<file path="config.mk">
export PLATFORM = sky130hd
export DESIGN_NAME = usb_upstream_arbiter_flat
export DESIGN_NICKNAME = d
export VERILOG_FILES = /design/src/rtl/usb_upstream_arbiter_if.sv /design/src/rtl/usb_upstream_arbiter.sv /design/src/flat_wrapper.sv
export SDC_FILE = /design/constraint.sdc
export NUM_CORES = 1
export LEC_CHECK = 0
export ABC_CLOCK_PERIOD_IN_PS = 5260
export BUFFER_PORTS_ARGS = -buffer_cell sky130_fd_sc_hd__buf_2
export CORE_MARGIN = 5
export CORE_UTILIZATION = 50
export DETAILED_ROUTE_END_ITERATION = 12
export GPL_TIMING_DRIVEN = 0
export HOLD_SLACK_MARGIN = 0.1
export PLACE_DENSITY = 0.72
export SYNTH_ARGS = -nofsm -noshare
export SYNTH_HDL_FRONTEND = slang
export SYNTH_SLANG_ARGS = --single-unit
</file>
<file path="constraint.sdc">
create_clock -name clock -period 5.26 [get_ports clock]
set_input_delay 0.263 -clock clock [delete_from_list [all_inputs] [get_ports clock]]
set_output_delay 0.263 -clock clock [all_outputs]
set_load 0.005 [all_outputs]
</file>
<file path="src/rtl/usb_upstream_arbiter_if.sv">
// Upstream arbiter bundle: per-port packet requests/PISO strobes in,
// one-hot grant plus status out.
//
// Handshake: a port holds port_req high while it has a packet pending; the
// arbiter answers with a registered one-hot grant (grant_valid mirrors |grant).
// While granted, a port_val beat moves one serial bit; port_val & port_last
// closes the packet. Dropping port_req without port_val aborts the grant.
// tr_busy holds off new grants while the transceiver is still on the bus.
interface usb_upstream_arbiter_if #(
   parameter int NUM_PORTS = 2
);
   localparam int IDX_W = (NUM_PORTS > 1) ? $clog2(NUM_PORTS) : 1;

   logic [NUM_PORTS-1:0] port_req;
   logic [NUM_PORTS-1:0] port_val;
   logic [NUM_PORTS-1:0] port_last;
   logic                 tr_busy;
   logic [NUM_PORTS-1:0] grant;
   logic [IDX_W-1:0]     grant_idx;
   logic                 grant_valid;
   logic                 timeout_err;
   logic [15:0]          pkt_count;
   logic [1:0]           state_dbg;

   // Device/host side: drives requests, observes the grant.
   modport master (
      output port_req, port_val, port_last, tr_busy,
      input  grant, grant_idx, grant_valid, timeout_err, pkt_count, state_dbg
   );

   // Arbiter side.
   modport slave (
      input  port_req, port_val, port_last, tr_busy,
      output grant, grant_idx, grant_valid, timeout_err, pkt_count, state_dbg
   );
endinterface

</file>
<file path="src/rtl/usb_upstream_arbiter.sv">
// Round-robin arbiter sharing one upstream USB transceiver between
// NUM_PORTS downstream PISO ports. Three-state FSM (IDLE/GRANT/TURN) with
// all outputs registered. A grant is released on packet end (counted), on
// idle timeout (timeout_err pulse) or on abort (request withdrawn).
// The idle counter starts at 0 on grant entry and the timeout fires on the
// edge after it has reached TIMEOUT_CYCLES, so an idle grant stays visible
// for TIMEOUT_CYCLES+1 cycles. A packet end in that same cycle wins.
module usb_upstream_arbiter #(
   parameter int NUM_PORTS      = 2,
   parameter int TIMEOUT_CYCLES = 255
) (
   input logic                  clock,
   input logic                  reset,
   usb_upstream_arbiter_if.slave bus
);
   localparam int IDX_W = (NUM_PORTS > 1) ? $clog2(NUM_PORTS) : 1;

   typedef enum logic [1:0] {
      S_IDLE  = 2'd0,
      S_GRANT = 2'd1,
      S_TURN  = 2'd2
   } state_t;

   state_t               state_q, state_d;
   logic [NUM_PORTS-1:0] grant_q, grant_d;
   logic [IDX_W-1:0]     grant_idx_q, grant_idx_d;
   logic                 grant_valid_q, grant_valid_d;
   logic                 timeout_err_q, timeout_err_d;
   logic [15:0]          pkt_count_q, pkt_count_d;
   logic [15:0]          idle_cnt_q, idle_cnt_d;
   logic [IDX_W-1:0]     last_idx_q, last_idx_d;

   logic [IDX_W:0]       sum;
   logic [IDX_W-1:0]     cand;
   logic [IDX_W-1:0]     sel_idx;
   logic                 found;
   logic                 g_req, g_val, g_last;

   // Only the granted port's strobes matter while in GRANT.
   assign g_req  = bus.port_req[grant_idx_q];
   assign g_val  = bus.port_val[grant_idx_q];
   assign g_last = bus.port_last[grant_idx_q];

   // Round-robin pick: scan from last_idx+1, wrapping, first requester wins.
   always_comb begin
      found   = 1'b0;
      sel_idx = '0;
      sum     = '0;
      cand    = '0;
      for (int i = 0; i < NUM_PORTS; i++) begin
         sum = {1'b0, last_idx_q} + (IDX_W+1)'(i) + (IDX_W+1)'(1);
         if (sum >= (IDX_W+1)'(NUM_PORTS)) sum = sum - (IDX_W+1)'(NUM_PORTS);
         cand = sum[IDX_W-1:0];
         if (!found && bus.port_req[cand]) begin
            found   = 1'b1;
            sel_idx = cand;
         end
      end
   end

   // Next-state and next-output computation for the arbiter FSM.
   always_comb begin
      state_d       = state_q;
      grant_d       = grant_q;
      grant_idx_d   = grant_idx_q;
      grant_valid_d = grant_valid_q;
      timeout_err_d = 1'b0;
      pkt_count_d   = pkt_count_q;
      idle_cnt_d    = idle_cnt_q;
      last_idx_d    = last_idx_q;
      case (state_q)
         S_IDLE: begin
            grant_d       = '0;
            grant_valid_d = 1'b0;
            idle_cnt_d    = '0;
            if (found && !bus.tr_busy) begin
               state_d       = S_GRANT;
               grant_d       = NUM_PORTS'(1) << sel_idx;
               grant_idx_d   = sel_idx;
               grant_valid_d = 1'b1;
            end
         end
         S_GRANT: begin
            if (g_val && g_last) begin
               state_d       = S_TURN;
               grant_d       = '0;
               grant_valid_d = 1'b0;
               pkt_count_d   = pkt_count_q + 16'd1;
               last_idx_d    = grant_idx_q;
            end else if (idle_cnt_q == 16'(TIMEOUT_CYCLES)) begin
               state_d       = S_TURN;
               grant_d       = '0;
               grant_valid_d = 1'b0;
               timeout_err_d = 1'b1;
               last_idx_d    = grant_idx_q;
            end else if (!g_req && !g_val) begin
               state_d       = S_TURN;
               grant_d       = '0;
               grant_valid_d = 1'b0;
               last_idx_d    = grant_idx_q;
            end else begin
               idle_cnt_d = g_val ? 16'd0 : idle_cnt_q + 16'd1;
            end
         end
         S_TURN: begin
            grant_d       = '0;
            grant_valid_d = 1'b0;
            idle_cnt_d    = '0;
            if (!bus.tr_busy) state_d = S_IDLE;
         end
         default: begin
            state_d       = S_IDLE;
            grant_d       = '0;
            grant_valid_d = 1'b0;
         end
      endcase
   end

   // State and output registers; reset wins over any in-flight grant.
   always_ff @(posedge clock) begin
      if (reset) begin
         state_q       <= S_IDLE;
         grant_q       <= '0;
         grant_idx_q   <= '0;
         grant_valid_q <= 1'b0;
         timeout_err_q <= 1'b0;
         pkt_count_q   <= '0;
         idle_cnt_q    <= '0;
         last_idx_q    <= IDX_W'(NUM_PORTS - 1);
      end else begin
         state_q       <= state_d;
         grant_q       <= grant_d;
         grant_idx_q   <= grant_idx_d;
         grant_valid_q <= grant_valid_d;
         timeout_err_q <= timeout_err_d;
         pkt_count_q   <= pkt_count_d;
         idle_cnt_q    <= idle_cnt_d;
         last_idx_q    <= last_idx_d;
      end
   end

   assign bus.grant       = grant_q;
   assign bus.grant_idx   = grant_idx_q;
   assign bus.grant_valid = grant_valid_q;
   assign bus.timeout_err = timeout_err_q;
   assign bus.pkt_count   = pkt_count_q;
   assign bus.state_dbg   = state_q;
endmodule

</file>
<file path="src/flat_wrapper.sv">
// flat-port wrapper written by rule: the top's interface ports become plain ports
module usb_upstream_arbiter_flat 
#(
   parameter int NUM_PORTS      = 2,
   parameter int TIMEOUT_CYCLES = 255
)
  (clock, reset, bus_port_req, bus_port_val, bus_port_last, bus_tr_busy, bus_grant, bus_grant_idx, bus_grant_valid, bus_timeout_err, bus_pkt_count, bus_state_dbg);
  usb_upstream_arbiter_if #(.NUM_PORTS(NUM_PORTS)) bus_i ();
  input logic clock;
  input logic reset;
  input wire logic [$bits(bus_i.port_req)-1:0] bus_port_req;
  input wire logic [$bits(bus_i.port_val)-1:0] bus_port_val;
  input wire logic [$bits(bus_i.port_last)-1:0] bus_port_last;
  input wire logic [$bits(bus_i.tr_busy)-1:0] bus_tr_busy;
  output wire logic [$bits(bus_i.grant)-1:0] bus_grant;
  output wire logic [$bits(bus_i.grant_idx)-1:0] bus_grant_idx;
  output wire logic [$bits(bus_i.grant_valid)-1:0] bus_grant_valid;
  output wire logic [$bits(bus_i.timeout_err)-1:0] bus_timeout_err;
  output wire logic [$bits(bus_i.pkt_count)-1:0] bus_pkt_count;
  output wire logic [$bits(bus_i.state_dbg)-1:0] bus_state_dbg;
  assign bus_i.port_req = bus_port_req;
  assign bus_i.port_val = bus_port_val;
  assign bus_i.port_last = bus_port_last;
  assign bus_i.tr_busy = bus_tr_busy;
  assign bus_grant = bus_i.grant;
  assign bus_grant_idx = bus_i.grant_idx;
  assign bus_grant_valid = bus_i.grant_valid;
  assign bus_timeout_err = bus_i.timeout_err;
  assign bus_pkt_count = bus_i.pkt_count;
  assign bus_state_dbg = bus_i.state_dbg;
  usb_upstream_arbiter #(.NUM_PORTS(NUM_PORTS), .TIMEOUT_CYCLES(TIMEOUT_CYCLES)) u_core (.clock(clock), .reset(reset), .bus(bus_i));
endmodule
</file>
* After elaboration in Yosys (flattened, before gate mapping)
Index checks and enable logic that the tools add are counted.
Cells by class: add/sub/neg operators 6, $lt $le $gt $ge 5, equality and inequality tests 9, shift-type cells 1, multiplexer cells 41, bitwise gates (word level) 1, reduce and logical (&&, ||, !) cells 18
Operators by type and width (number):
- two-way mux 16 bit | 4
- adder 16 x 1 -> 16 bit, second input constant | 2
- case mux 16 bit (2 select lines) | 1
- two-way mux 1 bit | 24
- two-way mux 2 bit | 9
- equality test 16 x 8 -> 1 bit, second input constant | 1
- != test 2 bit, second input constant | 4
- less-than comparator 1 x 2 -> 1 bit, second input constant | 3
- case mux 2 bit (3 select lines) | 1
- AND reduction 2 bit | 3
- greater-or-equal comparator 2 bit, second input constant | 2
- logical AND 1 bit | 4
- logical NOT 1 bit | 4
- != test 4 x 1 -> 1 bit, second input constant | 1
- case mux 2 bit (2 select lines) | 1
- AND reduction 4 bit | 1
- AND reduction 3 bit | 1
- nonzero test 3 bit | 1
- OR reduction 3 bit | 1
- adder 1 x 1 -> 2 bit, second input constant | 1
- adder 2 x 1 -> 2 bit, second input constant | 1
- equality test 2 x 1 -> 1 bit, second input constant | 1
- equality test 2 bit, second input constant | 1
- logical NOT 2 bit | 1
- 7 further kinds | 8
Word-level totals: register bits after elaboration 40, input bits 9

* Depth between registers and ports, before layout
word-level depth 12, depth in mapped cells 7, gate-level depth less buffers 6

* Least setup slack after synthesis
No wires, ideal clock.
path type reg-to-reg, from reg u_core.idle_cnt_q[9], to reg u_core.last_idx_q, setup time 0.125 ns, data arrival time 1.906 ns, slack 3.228 ns, stages on the path, launching flop included 7, buffers on the path 1, period minus slack after synthesis 2.032 ns, cells stage by stage dfxtp_1 > or4_1 > or4_4 > and3_4 > buf_6 > o21ai_1 > o211ai_2
On the way: word-level cells in the longest chain between the ends 3, elaborated cells between the ends (all ways) 5
Ends and longest elaborated chain:
- from (decl) | RTL line usb_upstream_arbiter.sv:30 | logic [15:0] idle_cnt_q, idle_cnt_d;
- from (signal assigned) | RTL line usb_upstream_arbiter.sv:137 | idle_cnt_q <= idle_cnt_d;
- equality test 16 x 8 -> 1 bit (*) | RTL line usb_upstream_arbiter.sv:90 | end else if (idle_cnt_q == 16'(TIMEOUT_CYCLES)) begin
- nonzero test 3 bit (no source line) or two-way mux 1 bit (tied branches)
- AND reduction 2 bit (no source line) or two-way mux 1 bit (tied branches)
- to (signal assigned) | RTL line usb_upstream_arbiter.sv:129 | last_idx_q <= IDX_W'(NUM_PORTS - 1);
- to (signal assigned) | RTL line usb_upstream_arbiter.sv:138 | last_idx_q <= last_idx_d;
- to (decl) | RTL line usb_upstream_arbiter.sv:31 | logic [IDX_W-1:0] last_idx_q, last_idx_d;
Every way passes the cells marked *; elsewhere a longest branch is shown, timed or not. A chain may end at the register's enable or synchronous reset.

* Final worst setup path
from reg u_core.idle_cnt_q[9], to reg u_core.idle_cnt_q[13]
On the way: word-level cells in the longest chain between the ends 6, elaborated cells between the ends (all ways) 9
Ends and longest elaborated chain:
- adder 16 x 1 -> 16 bit | RTL line usb_upstream_arbiter.sv:102 | idle_cnt_d = g_val ? 16'd0 : idle_cnt_q + 16'd1;
- two-way mux 16 bit | RTL line usb_upstream_arbiter.sv:102
- two-way mux 16 bit | RTL line usb_upstream_arbiter.sv:96 | end else if (!g_req && !g_val) begin
- two-way mux 16 bit | RTL line usb_upstream_arbiter.sv:90
- two-way mux 16 bit | RTL line usb_upstream_arbiter.sv:84 | if (g_val && g_last) begin
- case mux 16 bit (2 select lines) | RTL line usb_upstream_arbiter.sv:71 | case (state_q)
Parallel ways exist; a longest one is shown, timed or not. The select of a mux whose other input is x is not followed.

==> summary.md <==
| Metric | Value |
|---|---|
| WL/cell | 13.7 um |
| Crit Path Class | reg2reg |
| Num rows | 22 |
| Worst hold start | bus_tr_busy |
| Hold depth | 3 |
| Initial core utilization | 0.519 |
| Post-synthesis adder-cell area fraction | 0.0132 |
| Yosys top cell by area | dfxtp_1 |
| Reg power frac | 0.507 |
| R2r endpoint | u_core.idle_cnt_q[13]$_SDFFE_PP0P_ |
| Setup crit start kind | register |
| Total CTS buffers | 5 |
| Register bit total from synthesis | 40 |
| Most common cell after layout, fill and taps aside | dfxtp_1 |
| Pins Over Slew Limit | 0 |
| Synth Net Count | 232 |
| Clk pin slew, worst setup/hold paths | 80 ps |
| FF-to-FF setup slack | 3070 ps |
| GRT overflow | 0 |
| CTS Hold Bufs | 0 |
| First-pass GRT wire length | 7370 um |
| Die height | 71.6 um |
| Final hold violations | 0 |
| DR iter-0 viols | 137 |
| Synth top area cells | dfxtp_1 (42%), xor2_1 (5.5%), nor2_1 (5.3%) |
| Max stage delay on crit path | 570 ps |
| Drc violations | 0 |
| Setup TNS | 0 ps |
| Period Utilization, post-route | 0.417 |
| Core Area | 3660 um^2 |
| Power Total | 0.000612 W |
| Post-Syn Instances | 221 |
| # fillers | 347 |
| Hold WC Path Type | in2reg |
| Wirelength, routed | 4200 um |
| RSZ-0062 raised after global routing | no |
| Largest net degree at the start of global routing | 14 |
| Clock root cell | clkbuf_8 |
| PortBufs | 30 |
| Most frequent cells in the layout | dfxtp_1 (40), buf_2 (30), nor2_1 (27) |
| Endpoints failing setup | 0 |
| Vias in the first global route | 1669 |
| Clk sinks | 40 |
| ANT cells | 0 |
| Post-synthesis mux area share | 0.0165 |
| Buffer count from post-CTS setup fixing | 0 |
| Max-slew headroom | 0.477 |
| VDD IR max | 146 uV |
| Io pins | 32 |
| Layout cell share with drive strength beyond 1 | 0.201 |
| Compound-Gate Fraction of Synth Area | 0.150 |
| Crit-path cells | or4_1 > or4_4 > nand4b_1 > nand2_1 > a31oi_1 |
| Maxcap violations | 0 |
| Worst-case reg-to-reg path depth | 5 |
| Comb pwr share | 0.079 |
| Number of synthesized flops with an enable pin | 0 |
| Top cell type's share of synthesized area | 0.422 |
| Sw Share | 0.239 |
| Final nets | 269 |
| Post-synthesis sequential area ratio | 0.422 |
| DR vias | 1742 |
| CTS H-tree depth | 2 |
| Switching Power | 0.000146 W |
| Max Root-Sink Buffers | 2 |
| Initial antenna violation count | 0 |
| Internal power | 0.000466 W |
| Clk pwr share | 0.414 |
| Hold Slack | 266 ps |
| CTS resizes | 0 |
| Area of the multi-input gates | 1030 um^2 |
| Req. time, crit path | 5470 ps |
| Ys async rst share | 0 |
| Register area | 801 um^2 |
| Reg-to-reg startpoint | u_core.idle_cnt_q[9]$_SDFFE_PP0P_ |
| Syn_area_per_cell | 8.59 um^2 |
| Period minus WS final | 2190 ps |
| Synth Area in Simple Gates | 0.296 |
| Setup Skew | 9.90 ps |
| Critical Path Slowest Stage Cell | or4_4 |
| Area Overhead vs Synth | 16.9% |
| GRT Util Overall | 0.174 |
| Synthesis Warnings | 0 |
| Die width | 71.6 um |
| LEAKAGE | 0.854 nW |
| Critical Path Sink Type | register |
| Crit path to | u_core.idle_cnt_q[13]$_SDFFE_PP0P_ |
| Drt via density | 5.67 |
| Crit Path Max Fanout | 7 |
| Distinct cells, synth | 42 |
| Fmax achieved | 456 MHz |
| Status | completed |
| Mapped cell area | 1900 um^2 |
| CTS tree | yes |
| First-pass DRT Iterations | 4 |
| Hpwl dp | 2940 um |
| CP Data Arrival Time | 2410 ps |
| Xor/xnor cell area share of the yosys netlist | 0.0692 |
| Top_reg_cell synth | dfxtp_1 |
| Clock latency on the worst-skew pair | 290 ps |
| Largest family of logic cells by synthesized area | simple AND/OR/NAND/NOR gates |
| PD cells | 276 nW/um^2 |
| Critical Path Start | u_core.idle_cnt_q[9]$_SDFFE_PP0P_ |
| Full die area | 5130 um^2 |
| Final antenna-violating net count | 0 |
| Worst-margin pin slew | 783 ps |
| Gpl congestion | 0.786 |
-- routing by layer --
metal	track usage	vias up	wire length [um]
li1	-	875	-
met5	0	-	0
met4	0.0438	0	33
met3	0.0337	4	255
met2	0.296	57	1920
met1	0.227	806	1980
-- worst min path at each step --
stage	endpoint	slack (ps)
2_1_floorplan	u_core.bus.grant[1]$_SDFFE_PP0P_	430
3_3_place_gp	u_core.bus.grant_valid$_SDFFE_PP0P_	450
3_5_place_dp	u_core.bus.grant[1]$_SDFFE_PP0P_	470
4_1_cts	u_core.bus.state_dbg[1]$_SDFFE_PP0P_	250
5_1_grt	u_core.bus.state_dbg[1]$_SDFFE_PP0P_	270
6_report	u_core.bus.state_dbg[1]$_SDFFE_PP0P_	270
-- kinds of logic after synthesis --
kind of cell,count (synthesis)
and+or+nand+nor,108
AOI/OAI and AO/OA,42
DFF,40
xor gates and xnor gates,15
buffers and inverters,11
muxes,3
adders and majority gates,2
-- final cells by class --
cell class | count | share of cell area
Buffer | 7 | 0.0220
Clock buffer | 5 | 0.0310
Clock inverter | 3 | 0.0192
Inverter | 4 | 0.00676
Multi-Input combinational cell | 170 | 0.466
Sequential cell | 40 | 0.361
Tap cell | 48 | 0.0270
Timing Repair Buffer | 30 | 0.0676
-- metrics by stage --
| stage | instances | util | area [um^2] | setup slack (ps) |
|---|---|---|---|---|
| floorplan | 221 | - | 1900 | 3230 |
| global placement | 299 | 0.576 | 2110 | 3130 |
| detailed placement | 299 | 0.576 | 2110 | 3090 |
| CTS | 307 | 0.607 | 2220 | 3070 |
| global route | 307 | 0.607 | 2220 | 2970 |
| finish | 307 | 0.607 | 2220 | 3070 |
-- power by group through the flow --
stage / Clock [W] / Sequential, W / Combinational (W)
2_1_floorplan: 0 / 0.000317 / 0.0000334
3_3_place_gp: 0 / 0.000317 / 0.0000474
3_5_place_dp: 0 / 0.000317 / 0.0000480
4_1_cts: 0.000258 / 0.000310 / 0.0000484
5_1_grt: 0.000272 / 0.000311 / 0.0000536
6_report: 0.000253 / 0.000310 / 0.0000486
-- cells in the mapped netlist, drive strengths merged, types with 4 or more instances --
library cell / number
o21ai: 7
and2: 4
dfxtp: 40
nor2: 27
o211ai: 5
nand4: 10
a31oi: 8
nand3: 18
inv: 4
nor3: 5
clkbuf: 4
xor2: 12
nand2: 22
a21oi: 14
nor2b: 4
or4: 4
-- critical path, delay by kind of cell, from the launching register on --
family          cells  cell delay (ps)
simple gates        4             1520
flops               1              370
compound gates      1              220
-- flip-flops by register name, indices dropped and copies added (netlist names) --
name	flops
u_core.last_idx_q	1
u_core.bus.grant_idx	1
u_core.bus.grant	2
u_core.bus.state_dbg	2
u_core.bus.timeout_err	1
u_core.idle_cnt_q	16
u_core.bus.grant_valid	1
u_core.bus.pkt_count	16
Power figures use the tool's default switching activity.
